**config.mk**
```make
export PLATFORM = sky130hd
export DESIGN_NAME = pipe_ex_driver
export DESIGN_NICKNAME = d
export VERILOG_FILES = /design/src/rtl/pipe_ex_driver_pkg.sv /design/src/rtl/pipe_ex_driver_sync_fifo.sv /design/src/rtl/pipe_ex_driver.sv
export SDC_FILE = /design/constraint.sdc
export NUM_CORES = 1
export LEC_CHECK = 0
export ABC_CLOCK_PERIOD_IN_PS = 9590
export BUFFER_PORTS_ARGS = -buffer_cell sky130_fd_sc_hd__buf_2
export CAP_MARGIN = 20
export CORE_MARGIN = 2
export CORE_UTILIZATION = 35
export DETAILED_ROUTE_END_ITERATION = 16
export HOLD_SLACK_MARGIN = 0.02
export SLEW_MARGIN = 20
export SYNTH_ARGS = -nofsm -noshare
export SYNTH_HDL_FRONTEND = slang
export SYNTH_SLANG_ARGS = --single-unit
```
**constraint.sdc**
```tcl
create_clock -name clk -period 9.59 [get_ports clk]
set_clock_uncertainty 0.15 [all_clocks]
set_input_delay 1.918 -clock clk [delete_from_list [all_inputs] [get_ports clk]]
set_output_delay 1.918 -clock clk [all_outputs]
set_load 0.02 [all_outputs]
```
**src/rtl/pipe_ex_driver_pkg.sv**
```systemverilog
// Shared constants and helpers for the pipelined-datapath front end.
package pipe_ex_driver_pkg;

    localparam int unsigned N_DEF     = 10;
    localparam int unsigned LAT_DEF   = 3;
    localparam int unsigned DEPTH_DEF = 8;

    // Pointer width for a FIFO of the given depth (at least one bit).
    function automatic int unsigned ptr_w(input int unsigned depth);
        return (depth > 1) ? $clog2(depth) : 1;
    endfunction

endpackage

```
**src/rtl/pipe_ex_driver_sync_fifo.sv**
```systemverilog
// Synchronous FIFO with a registered head word: dout is valid the edge after
// the first write into an empty FIFO, and pop+push on a full FIFO are both honoured.
module sync_fifo
    import pipe_ex_driver_pkg::*;
#(
    parameter int unsigned W     = 8,
    parameter int unsigned DEPTH = 8
) (
    input  logic                  clk,
    input  logic                  rst,
    input  logic                  push,
    input  logic [W-1:0]          din,
    input  logic                  pop,
    output logic [W-1:0]          dout,
    output logic                  full,
    output logic                  empty,
    output logic [ptr_w(DEPTH):0] count
);
    localparam int unsigned PW = ptr_w(DEPTH);
    localparam int unsigned CW = PW + 1;

    logic [W-1:0]  mem_q [DEPTH];
    logic [PW-1:0] wr_ptr_q, wr_ptr_d;
    logic [PW-1:0] rd_ptr_q, rd_ptr_d;
    logic [PW-1:0] rd_nxt;
    logic [CW-1:0] count_q, count_d;
    logic [W-1:0]  dout_q, dout_d;
    logic          push_en;
    logic          pop_en;

    assign empty   = (count_q == '0);
    assign full    = (count_q == CW'(DEPTH));
    assign pop_en  = pop && !empty;
    assign push_en = push && (!full || pop_en);
    assign rd_nxt  = rd_ptr_q + PW'(1);

    assign dout  = dout_q;
    assign count = count_q;

    always_comb begin
        count_d  = count_q;
        wr_ptr_d = wr_ptr_q;
        rd_ptr_d = rd_ptr_q;
        dout_d   = dout_q;
        case ({push_en, pop_en})
            2'b10:   count_d = count_q + CW'(1);
            2'b01:   count_d = count_q - CW'(1);
            default: count_d = count_q;
        endcase
        if (push_en) wr_ptr_d = wr_ptr_q + PW'(1);
        if (pop_en)  rd_ptr_d = rd_nxt;
        // Head register: bypass din when the FIFO is (or is about to be) empty.
        if (push_en && (empty || (pop_en && count_q == CW'(1)))) begin
            dout_d = din;
        end else if (pop_en && count_q > CW'(1)) begin
            dout_d = mem_q[rd_nxt];
        end
    end

    always_ff @(posedge clk) begin
        if (rst) begin
            count_q  <= '0;
            wr_ptr_q <= '0;
            rd_ptr_q <= '0;
            dout_q   <= '0;
        end else begin
            count_q  <= count_d;
            wr_ptr_q <= wr_ptr_d;
            rd_ptr_q <= rd_ptr_d;
            dout_q   <= dout_d;
        end
    end

    // Storage needs no reset; only pointers and count define validity.
    always_ff @(posedge clk) begin
        if (push_en) mem_q[wr_ptr_q] <= din;
    end

endmodule

```
**src/rtl/pipe_ex_driver.sv**
```systemverilog
// Host front end for a fixed-latency, non-stallable 4-operand datapath:
// operand FIFO, credit-gated issue, latency tracking and result FIFO.
module pipe_ex_driver
    import pipe_ex_driver_pkg::*;
#(
    parameter int unsigned N     = N_DEF,
    parameter int unsigned LAT   = LAT_DEF,
    parameter int unsigned DEPTH = DEPTH_DEF
) (
    input  logic         clk,
    input  logic         rst,
    input  logic         in_valid,
    output logic         in_ready,
    input  logic [N-1:0] in_a,
    input  logic [N-1:0] in_b,
    input  logic [N-1:0] in_c,
    input  logic [N-1:0] in_d,
    output logic [N-1:0] a,
    output logic [N-1:0] b,
    output logic [N-1:0] c,
    output logic [N-1:0] d,
    input  logic [N-1:0] f,
    output logic         out_valid,
    input  logic         out_ready,
    output logic [N-1:0] out_f,
    output logic         busy
);
    localparam int unsigned CW  = ptr_w(DEPTH) + 1;
    localparam int unsigned OPW = 4 * N;

    logic [OPW-1:0] op_dout;
    logic           op_push;
    logic           op_full;
    logic           op_empty;
    logic [CW-1:0]  op_count_unused;
    logic [CW-1:0]  res_count_unused;
    logic           res_full_unused;
    logic           res_empty;
    logic           res_pop;
    logic           issue_c;
    logic           capture;
    logic [LAT-1:0] issue_q, issue_d;
    logic [CW-1:0]  credits_q, credits_d;
    logic [OPW-1:0] ops_q, ops_d;

    assign in_ready  = !op_full;
    assign op_push   = in_valid && !op_full;
    assign out_valid = !res_empty;
    assign res_pop   = !res_empty && out_ready;
    assign issue_c   = !op_empty && (credits_q != '0);
    assign capture   = issue_q[LAT-1];
    assign busy      = !op_empty || (|issue_q) || !res_empty;

    assign a = ops_q[4*N-1:3*N];
    assign b = ops_q[3*N-1:2*N];
    assign c = ops_q[2*N-1:N];
    assign d = ops_q[N-1:0];

    sync_fifo #(.W(OPW), .DEPTH(DEPTH)) u_op_fifo (
        .clk   (clk),
        .rst   (rst),
        .push  (op_push),
        .din   ({in_a, in_b, in_c, in_d}),
        .pop   (issue_c),
        .dout  (op_dout),
        .full  (op_full),
        .empty (op_empty),
        .count (op_count_unused)
    );

    // Credits guarantee room, so capture never needs back-pressure.
    sync_fifo #(.W(N), .DEPTH(DEPTH)) u_res_fifo (
        .clk   (clk),
        .rst   (rst),
        .push  (capture),
        .din   (f),
        .pop   (res_pop),
        .dout  (out_f),
        .full  (res_full_unused),
        .empty (res_empty),
        .count (res_count_unused)
    );

    // Issue tracking, credit accounting and operand register next-state.
    always_comb begin
        issue_d   = LAT'({issue_q, issue_c});
        credits_d = credits_q;
        ops_d     = ops_q;
        case ({issue_c, res_pop})
            2'b10:   credits_d = credits_q - CW'(1);
            2'b01:   credits_d = credits_q + CW'(1);
            default: credits_d = credits_q;
        endcase
        if (issue_c) ops_d = op_dout;
    end

    always_ff @(posedge clk) begin
        if (rst) begin
            issue_q   <= '0;
            credits_q <= CW'(DEPTH);
            ops_q     <= '0;
        end else begin
            issue_q   <= issue_d;
            credits_q <= credits_d;
            ops_q     <= ops_d;
        end
    end

endmodule

```
==> results of run 1 <==
cells in the mapped netlist (3+ instances only):
library cell  number
nand2_1          174
buf_2             21
clkbuf_1          35
a221o_2           37
mux2_2            32
a21oi_1           93
a221o_1            3
nand2b_1           7
o32ai_1            8
nor2b_1            4
edfxtp_1         400
or3_1              3
nor3_1             9
buf_6              4
o21ai_0            3
xor2_1            13
dfxtp_1          117
buf_1              7
o22ai_1           17
a22oi_1            9
xnor2_1            6
nand3_1            9
nor2_1            32
mux2i_1            6
inv_1             10
ha_1              16
mux4_2            84
cell families after synthesis:
logic type,after synthesis,share of synthesized area
flops,517,0.727
simple gates,254,0.0548
compound gates,179,0.0643
mux,122,0.117
buf+inv,78,0.0177
xor+xnor,19,0.00842
fa+ha+maj,17,0.0111
routing by layer:
layer / vias to the layer above / GRT usage / wire (µm)
li1: 4860 / - / -
met1: 5576 / 0.208 / 19800
met2: 314 / 0.254 / 21900
met3: 64 / 0.0329 / 2800
met4: 6 / 0.0418 / 776
met5: - / 0 / 46
final cells by class:
type                            instances  share of cell area
Antenna cell                            2            0.000217
Tap cell                              756              0.0411
Clock buffer                           73              0.0643
Clock inverter                         24              0.0120
Multi-Input combinational cell        591               0.225
Inverter                               11             0.00179
Sequential cell                       517               0.624
Timing Repair Buffer                  133              0.0320
tightest hold or removal path, cell delays in order (launching register included):
cell     delay [ps]
dfxtp_1         310
nand2_1          50
a21oi_1          50
worst max-delay path by stage:
stage                                   to
CTS                                   busy
detailed placement  u_op_fifo.mem_q[0][36]
global route                          busy
floorplan            u_op_fifo.mem_q[0][0]
global placement    u_op_fifo.mem_q[0][15]
finish                                busy
sequential cells by signal, summed over array words and instances, names as in the netlist:
register / count
issue_q: 3
ops_q: 40
u_op_fifo.rd_ptr_q: 3
u_op_fifo.wr_ptr_q: 3
u_res_fifo.count: 4
u_op_fifo.count: 4
u_op_fifo.mem_q: 320
u_res_fifo.mem_q: 80
u_res_fifo.wr_ptr_q: 3
credits_q: 4
u_res_fifo.rd_ptr_q: 3
u_res_fifo.dout: 10
u_op_fifo.dout: 40
power by group:
part | switching [µW] | internal [µW] | total, µW
Sequential | 151 | 2620 | 2770
Combinational | 1080 | 769 | 1850
Clock | 876 | 1170 | 2050
through the flow:
step                power (µW)  hold WS (ps)  cell area (µm²)
finish                    6670           302            23000
global route              6990           330            23000
CTS                       6760           304            23000
detailed placement        4690           296            21300
global placement          4660           290            21300
floorplan                 4130           282            19800
==> flow_summary.yaml, run 1 <==
run_status:
  status: "completed"
placed_design:
  dpl_worst_slack_ps: 5010
  dpl.hpwl_um: 24700
  io_buffers: 106
  place_congestion: 0.755
  dp_cells: 2008
yosys:
  synth.top_cell.area_share: 0.608
  syn_avg_cell_area_um2: 16.7
  synthArstFlopShare: 0
  syn-num-nets: 1257
  synthFlopType: "edfxtp_1"
  netlist_instances: 1186
  synthTopCellsByArea: "edfxtp_1, dfxtp_1, mux4_2"
  yosysSeqAreaShare: 0.727
  yosysWarnings: 0
  synth.distinct_cells: 47
  yosysTopAreaCell: "edfxtp_1"
  synth_seq_cells: 517
  syn_area_um2: 19800
  synth_edf_count: 400
worst_setup_path:
  critPathTopFamily: "simple AND/OR/NAND/NOR gates"
  cp.required_ps: 7520
  crit_buf_inv: 2
  worst_setup_path_start_kind: "flip-flop"
  max_stage_delay_ps: 600
  reg2reg_to: "credits_q[3]"
  r2r_cells: 12
  arrival_ps: 2250
  crit_cells: 5
  rrSetupSlack_ps: 5820
  crit_start: "u_op_fifo.count[1]"
  cpMaxStageDelayCell: "nor3b_1"
  critPathCaptureType: "primary output"
  path_cells: "inv_1 -> ha_1 -> nor3b_1 -> nand3_1 -> buf_2"
  crit_fanout: 4
  timing.rr.start: "u_op_fifo.count[1]"
  worstSetupPathType: "flip-flop to primary output"
timing:
  setup_viol_count_final: 0
  hold_viol_final: 0
  finalWorstSetupSlack_ps: 5270
  min_period_ps: 4320
  setup-tns-final_ps: 0
  tightest_slew_ps: 1070
  slew_headroom: 0.281
  rsz0062_at_grt: "no"
  slew_viol_final: 0
  max_freq_ghz: 0.231
  fin_crit_sh: 0.451
floorplan:
  io_pins: 107
  die_h_um: 242
  chipWidth_um: 242
  dieArea_um2: 58400
  core_um2: 56100
  start_util: 0.352
  fp-row-count: 87
detailed_routing:
  dr_total_vias: 10800
  drc: 0
  wl_per_cell_um: 21.5
  avgViaCountPerCell: 5.14
  wl_um: 45300
  drt-initial-drc-count: 774
  firstDrtPassIters: 5
  antenna_left: 0
layout:
  area_growth_pct: 16.6
  final_cell_mix: "edfxtp_1, nand2_1, dfxtp_1, buf_2, a21oi_1"
  final_net_count: 1377
  register_area_um2: 14400
  fillers: 5116
  multiInputGateArea_um2: 5180
  fin_cells: 2107
  final_layout_size_suffix_gt1_frac: 0.292
  layout_commonest_cell: "edfxtp_1"
  utilization: 0.411
global_route:
  grt_max_degree: 67
  antenna_found_initial: 5
  grt_pass1_wl_um: 68900
  grt_pass1_vias: 11100
  gr-usage-all-layers: 0.154
  grt-ovfl-total: 0
clock_tree:
  cts_made_buffers: 52
  cts_root_buffer: "clkbuf_16"
  clk_pin_slew_worst_paths_ps: 60
  h-tree-depth: 2
  cts_hold_buffers: 0
  cts.repair.resized: 0
  postCtsSetupBuffers: 0
  cts_tree: "built"
  clk_path_buf_depth: 3
  clkLatencyLatePin_ps: 620
  clkSinkCount: 517
run:
  max_cap_viol_count: 0
pwr:
  power.density_nw_per_um2: 290
  ir_drop_mv: 0.188
  p_leak_uw: 0.00769
min_path:
  worstHoldPathType: "flip-flop to flip-flop"
  hold_path_end: "ops_q[30]"
  min_from: "u_op_fifo.dout[30]"
  hold_depth: 2
Power figures use the tool's default switching activity.
==> run 2: changes to the inputs <==
--- a/config.mk
+++ b/config.mk
@@ -5,7 +5,7 @@
 export SDC_FILE = /design/constraint.sdc
 export NUM_CORES = 1
 export LEC_CHECK = 0
-export ABC_CLOCK_PERIOD_IN_PS = 9590
+export ABC_CLOCK_PERIOD_IN_PS = 3800
 export BUFFER_PORTS_ARGS = -buffer_cell sky130_fd_sc_hd__buf_2
 export CAP_MARGIN = 20
 export CORE_MARGIN = 2
==> constraint.sdc (replaced) <==
create_clock -name clk -period 3.8 [get_ports clk]
set_clock_uncertainty 0.15 [all_clocks]
set_input_delay 0.76 -clock clk [delete_from_list [all_inputs] [get_ports clk]]
set_output_delay 0.76 -clock clk [all_outputs]
set_load 0.02 [all_outputs]
==> run 2 against run 1 <==
First-iteration DRC count rose by 4.9%. Utilization rose by 0.41 points. Clock power rose to 2.7 times the previous value. Clock-buffer cell count is 1 higher. Flip-flop and latch count did not move. Final area grew 0.99%. Critical path depth unchanged. Register-to-register slack got worse by 5100 ps. Via count rose by 0.85%. Critical endpoint unchanged. Highest routed layer unchanged.
==> flow_summary.yaml, run 2 (synthesis results as in run 1) <==
global_route:
  gr-usage-all-layers: 0.154
  antenna_found_initial: 7
  grt_max_degree: 82
  grt_pass1_vias: 11200
  grt-ovfl-total: 0
  grt_pass1_wl_um: 69000
floorplan:
  io_pins: 107
  fp-row-count: 87
  die_h_um: 242
  chipWidth_um: 242
  start_util: 0.352
  dieArea_um2: 58400
  core_um2: 56100
timing:
  finalWorstSetupSlack_ps: 524
  max_freq_ghz: 0.305
  fin_crit_sh: 0.862
  setup-tns-final_ps: 0
  slew_headroom: 0.278
  setup_viol_count_final: 0
  hold_viol_final: 0
  tightest_slew_ps: 1080
  hold_slack_ps: 290
  rsz0062_at_grt: "no"
  slew_viol_final: 0
  min_period_ps: 3280
min_path:
  worstHoldPathType: "input pin to flip-flop"
clock_tree:
  clkSinkCount: 517
  clkLatencyLatePin_ps: 610
  h-tree-depth: 2
  clk_pin_slew_worst_paths_ps: 60
  postCtsSetupBuffers: 0
  clk_path_buf_depth: 3
  cts.repair.resized: 0
  cts_hold_buffers: 0
  cts_made_buffers: 53
  cts_tree: "built"
  cts_root_buffer: "clkbuf_16"
placed_design:
  dpl.hpwl_um: 23800
  dpl_worst_slack_ps: 781
  placed_area_um2: 21300
  place_congestion: 0.774
  io_buffers: 106
layout:
  layout_commonest_cell: "edfxtp_1"
  final_area_um2: 23300
  largest_reg_flops: 320
  final_net_count: 1380
  area_growth_pct: 17.7
  regMostFlops: "u_op_fifo.mem_q"
  largestRegisters: "u_op_fifo.mem_q: 320 flops, u_res_fifo.mem_q: 80 flops"
  final_layout_size_suffix_gt1_frac: 0.292
  utilization: 0.415
  final_cell_mix: "edfxtp_1, nand2_1, dfxtp_1, buf_2, a21oi_1"
detailed_routing:
  antenna_left: 0
  wl_per_cell_um: 21.3
  wl_um: 45000
  dr_total_vias: 10900
  firstDrtPassIters: 5
  drc: 0
  drt-initial-drc-count: 812
  avgViaCountPerCell: 5.17
worst_setup_path:
  critPathCaptureType: "primary output"
  arrival_ps: 2370
  crit_fanout: 4
  worst_setup_path_start_kind: "flip-flop"
  worstSetupPathType: "flip-flop to primary output"
  cp.required_ps: 2890
pwr:
  ir_drop_mv: 0.420
  p_leak_uw: 0.00778
  power.density_nw_per_um2: 743
run:
  max_cap_viol_count: 0
run_status:
  status: "completed"
-- run 2: changes by cell type in the layout (fill, tap and decap cells not counted), sizes merged --
cell    change
diode       -1
bufinv      +6
buf         +2
clkinv      -5
inv         +1
clkbuf      +1
-- run 2: worst max-delay path, cell delays in order, from the launching register on --
cell and delay (ps):
dfxtp_1 330, inv_1 120, ha_1 240, nor3b_1 530, nand3_1 290, buf_2 240
-- run 2: routing by layer --
metal  wire length, µm  global-route usage
met1             19700               0.205
met2             21600               0.256
met3              2730              0.0323
met4               868              0.0427
met5                44                   0
-- run 2: final cells by class --
class	instances	area, µm²
inverter	11	41.3
clock buffer	74	1500
timing repair buffer	135	813
clock inverter	26	407
tap	756	946
antenna	1	2.50
sequential	517	14400
fill	5063	32800
multi-input combinational	591	5190
-- run 2: power breakdown --
| part | total [µW] | switching [µW] | internal [µW] |
|---|---|---|---|
| logic | 4810 | 2840 | 1970 |
| registers | 6890 | 280 | 6610 |
| clock network | 5570 | 2190 | 3380 |
-- run 2: stage by stage --
step	total power (µW)	std cells
after floorplan	10400	1186
after detailed placement	11900	2010
after global routing	18100	2110
after CTS	17500	2110
after global placement	11800	2010
final	17300	2111
-- run 2: worst paths after layout --
kind	end	depth (start not counted)	start	slack [ps]
setup / recovery	busy	5	u_op_fifo.count[1]	520
hold / removal	u_op_fifo.mem_q[3][25]	1	in_b[5]	290
setup reg to reg	credits_q[3]	11	u_op_fifo.count[1]	740
hold reg to reg	ops_q[15]	2	ops_q[15]	300
